## src/rtl/wrr_scheduler.sv

```systemverilog
// Weighted round-robin scheduler: moves words from 4 show-ahead input FIFOs to
// their paired output FIFOs, granting each queue up to weight consecutive pops.
module wrr_scheduler #(
    parameter int unsigned FIFO_UNITS = 4,
    parameter int unsigned WORD_SIZE  = 10,
    parameter int unsigned WEIGHT_W   = 3
) (
    input  logic                           clk,
    input  logic                           reset,
    input  logic                           enable,
    input  logic [FIFO_UNITS*WEIGHT_W-1:0]  weights,
    input  logic [FIFO_UNITS-1:0]           in_empty,
    input  logic [FIFO_UNITS-1:0]           out_almost_full,
    input  logic [FIFO_UNITS*WORD_SIZE-1:0] in_data,
    output logic [FIFO_UNITS-1:0]           pop,
    output logic [FIFO_UNITS-1:0]           push,
    output logic [WORD_SIZE-1:0]            data_out,
    output logic [1:0]                      grant_idx,
    output logic                            busy
);

    localparam int unsigned IDX_W = 2;

    typedef enum logic [1:0] {
        S_IDLE  = 2'd0,
        S_ARB   = 2'd1,
        S_BURST = 2'd2
    } state_e;

    state_e                  state_q, state_d;
    logic [IDX_W-1:0]        rr_ptr_q, rr_ptr_d;
    logic [IDX_W-1:0]        grant_q, grant_d;
    logic [WEIGHT_W-1:0]     credit_q, credit_d;
    logic [FIFO_UNITS-1:0]   push_q, push_d;
    logic [WORD_SIZE-1:0]    data_q, data_d;

    logic [WEIGHT_W-1:0]     weight_a [FIFO_UNITS];
    logic [WORD_SIZE-1:0]    word_a   [FIFO_UNITS];
    logic [FIFO_UNITS-1:0]   eligible;
    logic                    found;
    logic [IDX_W-1:0]        pick;
    logic [IDX_W-1:0]        cand;
    logic                    pop_fire;

    // Unpack the flat weight and data buses and form per-queue eligibility
    always_comb begin
        for (int i = 0; i < FIFO_UNITS; i++) begin
            weight_a[i] = weights[i*WEIGHT_W +: WEIGHT_W];
            word_a[i]   = in_data[i*WORD_SIZE +: WORD_SIZE];
            eligible[i] = ~in_empty[i] & ~out_almost_full[i] & (weight_a[i] != '0);
        end
    end

    // First eligible queue at or after rr_ptr, wrapping modulo 4
    always_comb begin
        found = 1'b0;
        pick  = '0;
        cand  = '0;
        for (int k = 0; k < FIFO_UNITS; k++) begin
            cand = rr_ptr_q + IDX_W'(k);
            if (!found && eligible[cand]) begin
                found = 1'b1;
                pick  = cand;
            end
        end
    end

    // Pop is combinational so out_almost_full and in_empty act in the pop cycle
    always_comb begin
        pop      = '0;
        pop_fire = (state_q == S_BURST) & enable & (credit_q != '0) & eligible[grant_q];
        if (pop_fire) begin
            pop[grant_q] = 1'b1;
        end
    end

    always_comb begin
        state_d  = state_q;
        rr_ptr_d = rr_ptr_q;
        grant_d  = grant_q;
        credit_d = credit_q;
        push_d   = '0;
        data_d   = data_q;

        if (pop_fire) begin
            push_d = pop;
            data_d = word_a[grant_q];
        end

        case (state_q)
            S_IDLE: begin
                if (enable) begin
                    state_d = S_ARB;
                end
            end
            S_ARB: begin
                if (!enable) begin
                    state_d = S_IDLE;
                end else if (found) begin
                    grant_d  = pick;
                    credit_d = weight_a[pick];
                    state_d  = S_BURST;
                end
            end
            S_BURST: begin
                if (!enable) begin
                    state_d  = S_IDLE;
                    rr_ptr_d = grant_q + IDX_W'(1);
                end else if (pop_fire) begin
                    credit_d = credit_q - WEIGHT_W'(1);
                    if (credit_q == WEIGHT_W'(1)) begin
                        state_d  = S_ARB;
                        rr_ptr_d = grant_q + IDX_W'(1);
                    end
                end else begin
                    // Stalled burst forfeits its remaining credit
                    state_d  = S_ARB;
                    rr_ptr_d = grant_q + IDX_W'(1);
                end
            end
            default: begin
                state_d = S_IDLE;
            end
        endcase
    end

    always_ff @(posedge clk or posedge reset) begin
        if (reset) begin
            state_q  <= S_IDLE;
            rr_ptr_q <= '0;
            grant_q  <= '0;
            credit_q <= '0;
            push_q   <= '0;
            data_q   <= '0;
        end else begin
            state_q  <= state_d;
            rr_ptr_q <= rr_ptr_d;
            grant_q  <= grant_d;
            credit_q <= credit_d;
            push_q   <= push_d;
            data_q   <= data_d;
        end
    end

    assign push      = push_q;
    assign data_out  = data_q;
    assign grant_idx = grant_q;
    assign busy      = (state_q != S_IDLE) | (|push_q);

endmodule
```

## config.mk

```make
export PLATFORM = sky130hd
export DESIGN_NAME = wrr_scheduler
export DESIGN_NICKNAME = d
export VERILOG_FILES = /design/src/rtl/wrr_scheduler.sv
export SDC_FILE = /design/constraint.sdc
export NUM_CORES = 1
export LEC_CHECK = 0
export CAP_MARGIN = 20
export CORE_UTILIZATION = 40
export DETAILED_ROUTE_END_ITERATION = 6
export PLACE_DENSITY_LB_ADDON = 0.3
export SKIP_CTS_REPAIR_TIMING = 1
export SLEW_MARGIN = 20
export SYNTH_ARGS = -nofsm -noshare
export SYNTH_HDL_FRONTEND = slang
export SYNTH_SLANG_ARGS = --single-unit
```

## constraint.sdc

```tcl
create_clock -name clk -period 5.49 [get_ports clk]
set_clock_uncertainty 0.1 [all_clocks]
set_input_delay 1.3725 -clock clk [delete_from_list [all_inputs] [get_ports clk]]
set_output_delay 1.3725 -clock clk [all_outputs]
set_load 0.005 [all_outputs]
```

## Word level (Yosys, flattened, before mapping)

Index checks and enable logic that the tools add are counted.

- Input bits: 63
- Output and inout bits: 21
- Word-level logic and storage cells: 115
- Flip-flop bits (word level): 23

- Mux-type cells: 43
- Magnitude comparators: 8
- Eq/ne operators: 11
- Bitwise operators: 22
- Reduce and logical (&&, ||, !) cells: 20
- Add/sub/neg operators: 5

Operators by type and width:

| kind | number |
|---|---|
| two-way mux 2 bit | 13 |
| binary-select mux 10 bit (select 2 bit) | 1 |
| two-way mux 10 bit | 2 |
| two-way mux 3 bit | 6 |
| < comparator 2 x 3 -> 1 bit (second input constant) | 5 |
| nonzero test 3 bit | 5 |
| AND 1 bit | 11 |
| binary-select mux 1 bit (select 2 bit) | 5 |
| two-way mux 1 bit | 10 |
| inequality test 2 bit (second input constant) | 5 |
| two-way mux 4 bit | 2 |
| NOT 1 bit | 8 |
| binary-select mux 3 bit (select 2 bit) | 1 |
| >= comparator 3 bit (second input constant) | 2 |
| NOT 2 -> 3 bit | 2 |
| one-hot mux 2 bit (3 select lines) | 1 |
| one-hot mux 3 bit (2 select lines) | 1 |
| AND reduction 3 bit | 2 |
| AND reduction 5 bit | 1 |
| adder 2 x 1 -> 2 bit (second input constant) | 2 |
| adder 2 bit (second input constant) | 2 |
| logical AND 1 bit | 4 |
| inequality test 4 x 3 -> 1 bit (second input constant) | 1 |
| nonzero test 2 bit | 2 |
| other kinds (13) | 15 |

## Longest topological paths before layout

- Depth after elaboration: 22
- Depth in mapped cells: 8
- Depth with buffers taken out: 7

## Least setup slack after synthesis

OpenSTA, ideal clock, no wires.

- Path kind: input-to-output
- Start point: input port in_empty[3]
- End point: output port pop[0]
- Data required time: 4.018 ns
- Stages on the path: 6
- Slack: 1.479 ns
- Buffers on the path: 1
- Arrival time: 2.538 ns
- Cell sequence: or2_4 nor3_1 a211oi_1 nor3b_2 buf_2 and2_1

- Cells in the longest elaborated chain, start to end: 7

RTL lines:

| element | RTL line | RTL |
|---|---|---|
| start: declaration | 12 | `input logic [FIFO_UNITS-1:0] in_empty,` |
| NOT 1 bit | 50 | `eligible[i] = ~in_empty[i] & ~out_almost_full[i] & (weight_a[i] != '0);` |
| AND 1 bit (2 in a row) | 50 |  |
| binary-select mux 1 bit (select 2 bit) | 71 | `pop_fire = (state_q == S_BURST) & enable & (credit_q != '0) & eligible[grant_q];` |
| two-way mux 1 bit (not written as such) | 71 |  |
| AND 1 bit | 71 |  |
| two-way mux 4 bit | 72 | `if (pop_fire) begin` |
| end: declaration | 15 | `output logic [FIFO_UNITS-1:0] pop,` |

No other way between the ends. The select of a mux whose other input is x is not followed.

## Final worst setup path

- Start point: input port weights[7]
- End point: output port pop[1]

- Cells in the longest elaborated chain, start to end: 6

RTL lines:

| element | RTL line | RTL |
|---|---|---|
| start: declaration | 11 | `input logic [FIFO_UNITS*WEIGHT_W-1:0] weights,` |
| nonzero test 3 bit | 50 |  |
| AND 1 bit | 50 |  |
| binary-select mux 1 bit (select 2 bit) | 71 |  |
| two-way mux 1 bit (not written as such) | 71 |  |
| AND 1 bit | 71 |  |
| two-way mux 4 bit | 72 |  |

No other way between the ends. The select of a mux whose other input is x is not followed.

==> results.yml <==
clocking:
  cts_tree: "done"
  insertion_delay_ns: 0.26
  cts_buffer_depth: 2
  cts_num_sinks: 23
  root_buffer: "clkbuf_8"
  cts_made_buffers: 3
  cts.clk_slew.worst_paths_ns: 0.08
  htree_levels: 1
route:
  wl_per_cell_um: 15.10
  vias: 1400
  drtIter0Drc: 48
  via_per_inst: 5.224
  wl_met2_um: 2144
  highest_layer: "met4"
  wl_um: 4048
  wl_met3_um: 159
  drtAntennaViolNets: 0
  route.detailed.drc: 0
  wl_met1_um: 1727
  dr.pass1.iters: 4
global_route:
  grt_pass1_vias: 1432
  antenna_found_initial: 0
  grt_pass1_wl_um: 6686
  grt_use_total_pct: 20.22
  gr-total-overflow: 0
  grt_max_degree: 24
synthesis:
  yosysTopAreaCellShare_pct: 35.25
  synth_async_sr_flop_share_pct: 100.0
  avgSynthCellArea_sq_um: 12.01
  syn_inst: 136
  ys_ff_latch: 23
  synth_edf_count: 0
  yosysWarnings: 0
  yosysSeqAreaShare_pct: 35.25
  yosysUniqueCellTypes: 48
  ys.flop_type: "dfrtp_1"
  synthesis.nets: 206
  syn_area_sq_mm: 0.001633
  yosysTopAreaCell: "dfrtp_1"
  synthTopCellsByArea: "dfrtp_1 (35%), mux4_2 (14%), mux2_2 (9.0%)"
worst_setup_path:
  r2r_start: "grant_idx[0]"
  startpoint: "weights[7]"
  cp_max_fo: 9
  worstSetupStartpointType: "primary input"
  cp_slowest_cell: "nor3b_2"
  crit_required_ns: 4.02
  endpoint_kind: "primary output"
  reg2reg_to: "rr_ptr_q[0]"
  cp_common_cell: "clkdlybuf4s50_1"
  crit_chain: "clkdlybuf4s50_1 -> nor3_1 -> nor3_2 -> a211oi_1 -> nor3b_2 -> and2_1 -> clkdlybuf4s50_1"
  cp_data_arrival_time_ns: 3.55
  worst-r2r-cell-count: 7
  crit_type: "in2out"
  reg2reg_slack_ns: 2.45
  cp_slowest_stage_delay_ns: 0.51
timing:
  layout_setup_ws_ns: 0.4635
  finalSetupTns_ns: 0
  setup_viol: 0
  rsz0062_at_grt: "false"
  timing.hold.ws_ns: 0.4108
  finalHoldViolCount: 0
  finalCriticalPeriod_ns: 5.027
  min_period_over_period_pct: 91.56
  max_slew.worst_pin.slew_ns: 0.8421
  slew_viol_final: 0
  slew_headroom_pct: 43.80
  fmax_mhz: 198.9
final_layout:
  drive_gt1_share_pct: 20.91
  final_nets: 291
  fillers: 288
  fin_area_sq_mm: 0.002554
  stdcell_count: 268
  diodes: 0
  syn_to_final_growth_pct: 56.40
  fin_util_pct: 67.23
place:
  hpwl_um: 3377
  placed_cells: 264
  io_buffers: 83
  gp_congestion: 0.8034
  dp_slack_ns: 0.4495
  place_area_sq_mm: 0.002507
hold_path:
  hold_depth: 1
  whs_endpoint: "data_out[0]"
  min_from: "data_out[0]"
  worstHoldPathType: "reg2reg"
power_and_ir_drop:
  ir_worst_vdd_uv: 220.0
  power.total_uw: 711.5
  cellPowerDensity_mw_per_mm2: 278.6
  p_leak_nw: 1.043
flow_run:
  maxCapViolations: 0
floorplanning:
  start_util_pct: 42.98
  io-pin-count: 84
  fp.dieArea_sq_mm: 0.004341
  die_height_um: 65.89
  coreArea_sq_mm: 0.003799
  rows: 22
  die_x_um: 65.89
outcome:
  status: "finished, final reports clean"
-- worst max-delay path, delay by kind of cell --
family / cells / cell delay, ns
compound gates: 1 / 0.14
buf+inv: 2 / 0.99
simple gates: 4 / 1.05
-- registers in the layout (all words and copies together) (netlist names) --
register	count
grant_idx	2
rr_ptr_q	2
push	4
data_out	10
credit_q	3
state_q	2
-- synthesized netlist by cell type, types with 2 or more instances --
library cell / instances
and2_1: 4
or3_4: 2
or3_1: 2
dfrtp_1: 23
o211ai_1: 2
a21oi_1: 2
inv_1: 6
nand2b_1: 2
nand3_1: 2
ha_1: 7
nor3_1: 4
mux2_2: 13
o21a_1: 2
mux4_2: 10
nor2_1: 6
o21ai_0: 3
nand2_1: 9
mux2i_1: 7
-- layout by cell type, fill, tap and decap left out, types with 3 or more instances in the layout --
master           synthesis  final
mux2i_1                  7      7
clkbuf_8                 0      3
and2_1                   4      4
nor2_1                   6      6
dfrtp_1                 23     23
clkdlybuf4s50_1          0     83
inv_1                    6      6
mux4_2                  10     10
mux2_2                  13     13
o21ai_0                  3      3
ha_1                     7      7
nor3_1                   4      4
nand2_1                  9      9
-- report_power, final --
group / total (mW) / internal (mW) / leakage (nW) / switching [mW]
clock: 0.103 / 0.0506 / 0.0255 / 0.0528
sequential: 0.284 / 0.216 / 0.299 / 0.0678
combinational: 0.324 / 0.213 / 0.719 / 0.111
total: 0.712 / 0.480 / 1.04 / 0.232
-- cell families after synthesis --
logic type,share of synthesized area (%)
adder cells (fa/ha/maj),5.364
buffers and inverters,3.064
AND/OR/NAND/NOR,15.63
AO/OA/AOI/OAI,12.95
flip-flops,35.25
multiplexers,27.74
-- worst max path at each step --
stage	to
3_5_place_dp	pop[1]
6_report	pop[1]
3_3_place_gp	pop[0]
4_1_cts	pop[1]
5_1_grt	pop[0]
2_1_floorplan	pop[0]
-- per-layer routing --
| metal | track usage [%] | vias up |
|---|---|---|
| met3 | 3.966 | 4 |
| met4 | 2.174 | 0 |
| met1 | 25.08 | 679 |
| met5 | 0 | - |
| li1 | - | 686 |
| met2 | 36.86 | 31 |
-- layout make-up --
cell class	count	area, sq um	share of cell area (%)
Multi-Input combinational cell	102	1007	39.44
Timing Repair Buffer	84	838.3	32.83
Sequential cell	23	575.6	22.54
Tap cell	48	60.06	2.352
Clock buffer	3	41.29	1.617
Inverter	7	26.28	1.029
Clock inverter	1	5.005	0.1960
No activity file was read; power rests on OpenSTA's default activity.
